$ cat config.mk
export PLATFORM = sky130hd
export DESIGN_NAME = fft_spectrum_reader
export DESIGN_NICKNAME = d
export VERILOG_FILES = /design/src/rtl/fft_pkg.sv /design/src/rtl/fft_log2_level.sv /design/src/rtl/fft_spectrum_reader.sv
export SDC_FILE = /design/constraint.sdc
export NUM_CORES = 2
export LEC_CHECK = 0
export CAP_MARGIN = 20
export CORE_ASPECT_RATIO = 2
export CORE_MARGIN = 4
export CORE_UTILIZATION = 29
export CTS_CLUSTER_DIAMETER = 200
export CTS_CLUSTER_SIZE = 16
export DETAILED_ROUTE_END_ITERATION = 8
export SYNTH_ARGS = -nofsm -noshare
export SYNTH_HDL_FRONTEND = slang
export SYNTH_HIERARCHICAL = 1
export SYNTH_SLANG_ARGS = --single-unit
$ cat constraint.sdc
create_clock -name Clock -period 16.5 [get_ports Clock]
set_input_delay 4.95 -clock Clock [delete_from_list [all_inputs] [get_ports Clock]]
set_output_delay 4.95 -clock Clock [all_outputs]
set_load 0.01 [all_outputs]
$ cat src/rtl/fft_pkg.sv
// Shared FFT geometry for the radix-2 core and its consumers.
// Width constants plus the level-width sizing rule.
package fft_pkg;

  localparam int FFT_BW_FFTP = 4;
  localparam int FFT_BW_DATA = 18;

  // Smallest level width that holds (2*bwData)*4+3.
  function automatic int minLevelWidth(input int bwData);
    return $clog2(2 * bwData + 1) + 2;
  endfunction

endpackage

$ cat src/rtl/fft_log2_level.sv
// Log-scale bar level: leading-one position plus two
// mantissa bits, level = (p+1)*4 + m, zero for zero.
module fft_log2_level
  import fft_pkg::*;
#(
  parameter int MagW = 36,
  parameter int LevW = 8
) (
  input  logic [MagW-1:0] Mag2,
  output logic [LevW-1:0] Level
);

  localparam int PW = $clog2(MagW);

  logic [PW-1:0]   lead;
  logic [PW:0]     expo;
  logic [MagW-1:0] norm;
  logic [1:0]      mant;

  always_comb begin
    lead = '0;
    for (int i = 0; i < MagW; i++) begin
      if (Mag2[i]) lead = PW'(i);
    end
    // Left-justify so the bits under the leading one
    // land at a fixed place; short values zero-fill.
    norm  = Mag2 << (PW'(MagW - 1) - lead);
    mant  = norm[MagW-2 -: 2];
    expo  = {1'b0, lead} + (PW + 1)'(1);
    Level = (Mag2 == '0) ? '0 : LevW'({expo, mant});
  end

endmodule

$ cat src/rtl/fft_spectrum_reader.sv
// Sweeps the FFT RAM, turns |X|^2 into log levels and
// keeps a per-bin peak-hold with decay for the display.
module fft_spectrum_reader
  import fft_pkg::*;
#(
  parameter int bw_fftp     = FFT_BW_FFTP,
  parameter int bw_data     = FFT_BW_DATA,
  parameter int bw_level    = 8,
  parameter int fft_rd_lat  = 2,
  parameter int hold_frames = 2,
  parameter int decay_step  = 1
) (
  input  logic                Clock,
  input  logic                Reset,
  input  logic                Start,
  input  logic                PeakClr,
  output logic [bw_fftp-1:0]  RdAddr,
  input  logic [bw_data-1:0]  RdData_Re,
  input  logic [bw_data-1:0]  RdData_Im,
  output logic                OutValid,
  output logic [bw_fftp-2:0]  OutBin,
  output logic [bw_level-1:0] OutLevel,
  output logic [bw_level-1:0] OutPeak,
  output logic                Busy,
  output logic                Done
);

  localparam int NBIN = 2 ** (bw_fftp - 1);
  localparam int L    = fft_rd_lat + 3;
  localparam int BB   = bw_fftp - 1;
  localparam int SW   = 2 * bw_data - 1;
  localparam int MW   = 2 * bw_data;
  localparam int CW   = $clog2(L + 1);

  typedef enum logic [1:0] {
    IDLE,
    SWEEP,
    DRAIN
  } state_t;

  state_t state;
  logic          issueVld;
  logic [CW-1:0] drainCnt;

  logic [fft_rd_lat-1:0] vldD;
  logic [BB-1:0]         binD [fft_rd_lat];

  logic               sqVld;
  logic [BB-1:0]      sqBin;
  logic [SW-1:0]      sqRe;
  logic [SW-1:0]      sqIm;
  logic               sumVld;
  logic [BB-1:0]      sumBin;
  logic [MW-1:0]      mag2;
  logic [bw_data-1:0] absRe;
  logic [bw_data-1:0] absIm;

  logic [bw_level-1:0] level;
  logic [bw_level-1:0] curPeak;
  logic [bw_level-1:0] newPeak;
  logic [bw_level-1:0] decPeak;
  logic [7:0]          curHold;
  logic [7:0]          newHold;
  logic [bw_level-1:0] peakMem [NBIN];
  logic [7:0]          holdMem [NBIN];
  logic                clrPeaks;

  assign clrPeaks = (state == IDLE) && PeakClr;

  always_ff @(posedge Clock or negedge Reset) begin
    if (!Reset) begin
      state    <= IDLE;
      RdAddr   <= '0;
      issueVld <= 1'b0;
      drainCnt <= '0;
      Busy     <= 1'b0;
      Done     <= 1'b0;
    end else begin
      unique case (state)
        IDLE: begin
          if (Start) begin
            state    <= SWEEP;
            RdAddr   <= '0;
            issueVld <= 1'b1;
            Busy     <= 1'b1;
          end
        end
        SWEEP: begin
          if (RdAddr == bw_fftp'(NBIN - 1)) begin
            state    <= DRAIN;
            issueVld <= 1'b0;
            drainCnt <= '0;
          end else begin
            RdAddr <= RdAddr + bw_fftp'(1);
          end
        end
        DRAIN: begin
          // Last bin leaves the output stage L cycles
          // after its address; Done follows it.
          if (Done) begin
            Done  <= 1'b0;
            Busy  <= 1'b0;
            state <= IDLE;
          end else if (drainCnt == CW'(L - 1)) begin
            Done <= 1'b1;
          end else begin
            drainCnt <= drainCnt + CW'(1);
          end
        end
        default: state <= IDLE;
      endcase
    end
  end

  assign absRe = RdData_Re[bw_data-1] ? -RdData_Re : RdData_Re;
  assign absIm = RdData_Im[bw_data-1] ? -RdData_Im : RdData_Im;

  fft_log2_level #(
    .MagW(MW),
    .LevW(bw_level)
  ) uLevel (
    .Mag2 (mag2),
    .Level(level)
  );

  assign curPeak = peakMem[sumBin];
  assign curHold = holdMem[sumBin];

  always_comb begin
    newPeak = curPeak;
    newHold = curHold;
    decPeak = (curPeak > bw_level'(decay_step))
            ? curPeak - bw_level'(decay_step) : '0;
    if (level >= curPeak) begin
      newPeak = level;
      newHold = 8'(hold_frames);
    end else if (curHold != '0) begin
      newHold = curHold - 8'd1;
    end else begin
      newPeak = (decPeak > level) ? decPeak : level;
    end
  end

  always_ff @(posedge Clock or negedge Reset) begin
    if (!Reset) begin
      vldD     <= '0;
      for (int k = 0; k < fft_rd_lat; k++) binD[k] <= '0;
      sqVld    <= 1'b0;
      sqBin    <= '0;
      sqRe     <= '0;
      sqIm     <= '0;
      sumVld   <= 1'b0;
      sumBin   <= '0;
      mag2     <= '0;
      OutValid <= 1'b0;
      OutBin   <= '0;
      OutLevel <= '0;
      OutPeak  <= '0;
      for (int b = 0; b < NBIN; b++) begin
        peakMem[b] <= '0;
        holdMem[b] <= '0;
      end
    end else begin
      vldD[0] <= issueVld;
      binD[0] <= RdAddr[BB-1:0];
      for (int k = 1; k < fft_rd_lat; k++) begin
        vldD[k] <= vldD[k-1];
        binD[k] <= binD[k-1];
      end
      sqVld  <= vldD[fft_rd_lat-1];
      sqBin  <= binD[fft_rd_lat-1];
      sqRe   <= SW'(absRe * absRe);
      sqIm   <= SW'(absIm * absIm);
      sumVld <= sqVld;
      sumBin <= sqBin;
      mag2   <= {1'b0, sqRe} + {1'b0, sqIm};
      OutValid <= sumVld;
      if (sumVld) begin
        OutBin          <= sumBin;
        OutLevel        <= level;
        OutPeak         <= newPeak;
        peakMem[sumBin] <= newPeak;
        holdMem[sumBin] <= newHold;
      end
      if (clrPeaks) begin
        for (int b = 0; b < NBIN; b++) begin
          peakMem[b] <= '0;
          holdMem[b] <= '0;
        end
      end
    end
  end

endmodule

==> results by group <==
Finish
  – FF/Latch Area: 7010 µm²
  – Fin util: 32.1%
  – Layout cell share with drive strength beyond 1: 5.22%
  – Total Nets Final: 4178
  – Non-filler cells, final: 4911
  – Most common cell after layout, fill and taps aside: inv_1
  – Ant diodes: 0
  – Most frequent cells in the layout: inv_1, fa_1, nand2_1
  – Fillers: 11362
  – Area of the multi-input gates: 22300 µm²
  – Area growth syn-to-layout: 9.58%

Yosys
  – Register area share after synthesis: 21.8%
  – Synth async-reset ratio: 100%
  – Prevailing post-synth register cell: dfrtp_1
  – Post-synth EDFFs: 0
  – Synth Register Bits: 280
  – Synth Instances: 3367
  – Syn. warnings: 6
  – Mapped Avg Cell Area: 9.56 µm²
  – Post-Syn Area: 32200 µm²
  – Cell variety after synth: 104

Floorplan
  – Die W: 244 µm
  – Die Ht: 479 µm
  – Rows: 172
  – Die area: 117000 µm²
  – IO Count: 66
  – Core area: 110000 µm²
  – Starting Density: 29.3%

Place
  – Number of instances in the placed design: 4884
  – Dpl ws: 1.99 ns
  – GPL Wtd Cong: 0.918
  – Final HPWL DP: 71.2 mm
  – Buffers on Ports: 65

Detailed routing
  – # DRC: 0
  – Wire per inst: 17.6 µm
  – First DRT Iteration DRCs: 1209
  – Total iterations of the first detailed-routing run: 6
  – Routed vias: 23646
  – Drt total wl: 86.2 mm
  – Vias per inst: 4.81
  – Antenna viol nets, final: 0

Global routing
  – Largest net degree at the start of global routing: 80
  – Initial antenna violation count: 1
  – Grt ovf: 0
  – Gr usage total: 14.8%
  – First-pass GRT wire length: 138 mm
  – Vias in the first global route: 25854

STA
  – Final Setup Violations: 0
  – Pins Over Slew Limit: 0
  – Setup slack after layout: 2.40 ns
  – FMAX: 0.0709 GHz
  – Setup tns final: 0 ns
  – Hold Vio Cnt, Final: 0
  – Worst Skew: 0.0314 ns
  – Post-layout min period: 14.10 ns
  – Slew HR: 24.6%
  – Tightest Pin Transition: 1.13 ns
  – RSZ-0062 raised after global routing: false
  – Period utilization: 85.5%

Setup path
  – WP data arrival: 14.47 ns
  – Most common cell on crit path: fa_1
  – Buf/Inv on CP: 8
  – Critical Path Sink Type: flop
  – Crit Path Category: in -> reg
  – Top delay family on crit path: adder cells
  – Max FO, Critical Path: 11
  – Critical Path Source Type: input pin
  – Crit-path max cell delay: 0.70 ns
  – WP data required: 16.87 ns
  – Slowest CP cell: clkdlybuf4s50_1

Clock network
  – CTS Hold Bufs: 0
  – Reg clk slew, reported paths: 0.07 ns
  – CTS tree: built
  – TritonCTS buffer count: 21
  – CTS max path bufs: 3
  – H-tree depth: 1
  – Clk_lat worst skew: 0.54 ns
  – CTS sink cnt: 280
  – Post-CTS Resized: 0
  – Root buffer cell: clkbuf_16
  – Postcts setup bufs: 0

Status
  – Outcome: finished clean

Worst hold path
  – Min-delay worst type: reg -> reg

Job
  – Max cap viols: 0
## registers in the layout, summed over array words and instances (netlist names)
name	flops
issueVld	1
sqIm	34
peakMem	64
sqVld	1
Busy	1
OutBin	3
drainCnt	3
sumVld	1
binD	6
OutLevel	8
OutValid	1
vldD	2
sumBin	3
state	2
holdMem	64
sqRe	34
RdAddr	4
Done	1
sqBin	3
OutPeak	8
mag2	36
## layout make-up
| type | count | area share (%) |
|---|---|---|
| multi-input cells | 2341 | 63.3 |
| flip-flops and latches | 280 | 19.9 |
| well taps | 1479 | 5.25 |
| repair buffers | 100 | 2.72 |
| clock buffers | 23 | 1.51 |
| clock inverters | 2 | 0.0497 |
| inverters | 686 | 7.30 |
## Yosys cell counts, types with 11 or more instances
library cell | instances | area [µm²]
inv_1 | 667 | 2500
fa_1 | 435 | 8710
nand2_1 | 362 | 1360
dfrtp_1 | 280 | 7010
ha_1 | 273 | 3420
nor2_1 | 254 | 953
a21oi_1 | 148 | 741
o21ai_0 | 99 | 495
xnor2_1 | 99 | 867
clkbuf_1 | 58 | 218
mux2i_1 | 51 | 510
a21o_1 | 40 | 300
a22o_1 | 39 | 342
xor2_1 | 37 | 324
nand3_1 | 34 | 170
nor2b_1 | 29 | 181
nand2b_1 | 24 | 150
nor3_1 | 23 | 115
o21a_1 | 23 | 173
a211oi_1 | 19 | 143
mux4_2 | 17 | 383
o21ai_1 | 17 | 85.1
or3_1 | 17 | 106
o31ai_1 | 16 | 120
a31oi_1 | 15 | 93.8
mux2_2 | 15 | 169
nand4_1 | 15 | 93.8
buf_2 | 12 | 60.1
nor4_1 | 11 | 68.8
o211ai_1 | 11 | 82.6
## cell families after synthesis
family,synth area share (%)
adders and majority gates,37.7
other,0.0233
DFF,21.8
and+or+nand+nor,11.9
xor gates and xnor gates,4.01
muxes,4.28
buffers and inverters,9.21
AOI/OAI and AO/OA,11.2
## per-layer routing
metal	GRT usage, %	up-vias	wire, µm
met5	0	-	0
met4	9.47	0	6840
met3	1.06	281	2740
met2	30.2	599	49000
met1	13.9	11863	27600
li1	-	10903	-
## worst reg2reg max path, cell delays in order, from the launching register on
cell	delay, ns
dfrtp_1	0.46
nor4_1	0.67
nand2b_1	0.21
nand3_2	0.10
a21oi_4	0.26
inv_2	0.11
ha_1	0.31
xnor2_4	0.45
mux2i_1	0.15
mux2i_1	0.18
mux2i_1	0.11
mux2_2	0.29
o211ai_1	0.72
ha_1	0.37
a21o_1	0.15
a21oi_1	0.15
o21ai_0	0.10
o41a_1	0.64
a21o_1	0.52
a221oi_2	0.80
a21oi_1	0.17
## final timing paths
path                              start           to  slack (ns)  cells after the start
max                        RdData_Re[0]     sqRe[34]        2.40                     30
min                             binD[0]     sqBin[0]        0.35                      0
max reg2reg                    mag2[19]  peakMem[36]        9.40                     20
min reg2reg                     binD[0]     sqBin[0]        0.35                      0
max in group asynchronous         Reset     sqRe[32]       10.12                      4
min in group asynchronous         Reset   OutPeak[5]        4.34                      1
## stage by stage
stage / hold slack [ns] / cell area (µm²)
after floorplan: 0.331 / 32300
after global placement: 0.336 / 34700
after detailed placement: 0.336 / 34700
after CTS: 0.353 / 35200
after global routing: 0.357 / 35300
final: 0.351 / 35300
Power is left out: the tool's default activity adds up to more than one toggle a clock period on the data nets, which glitch-free logic cannot reach.
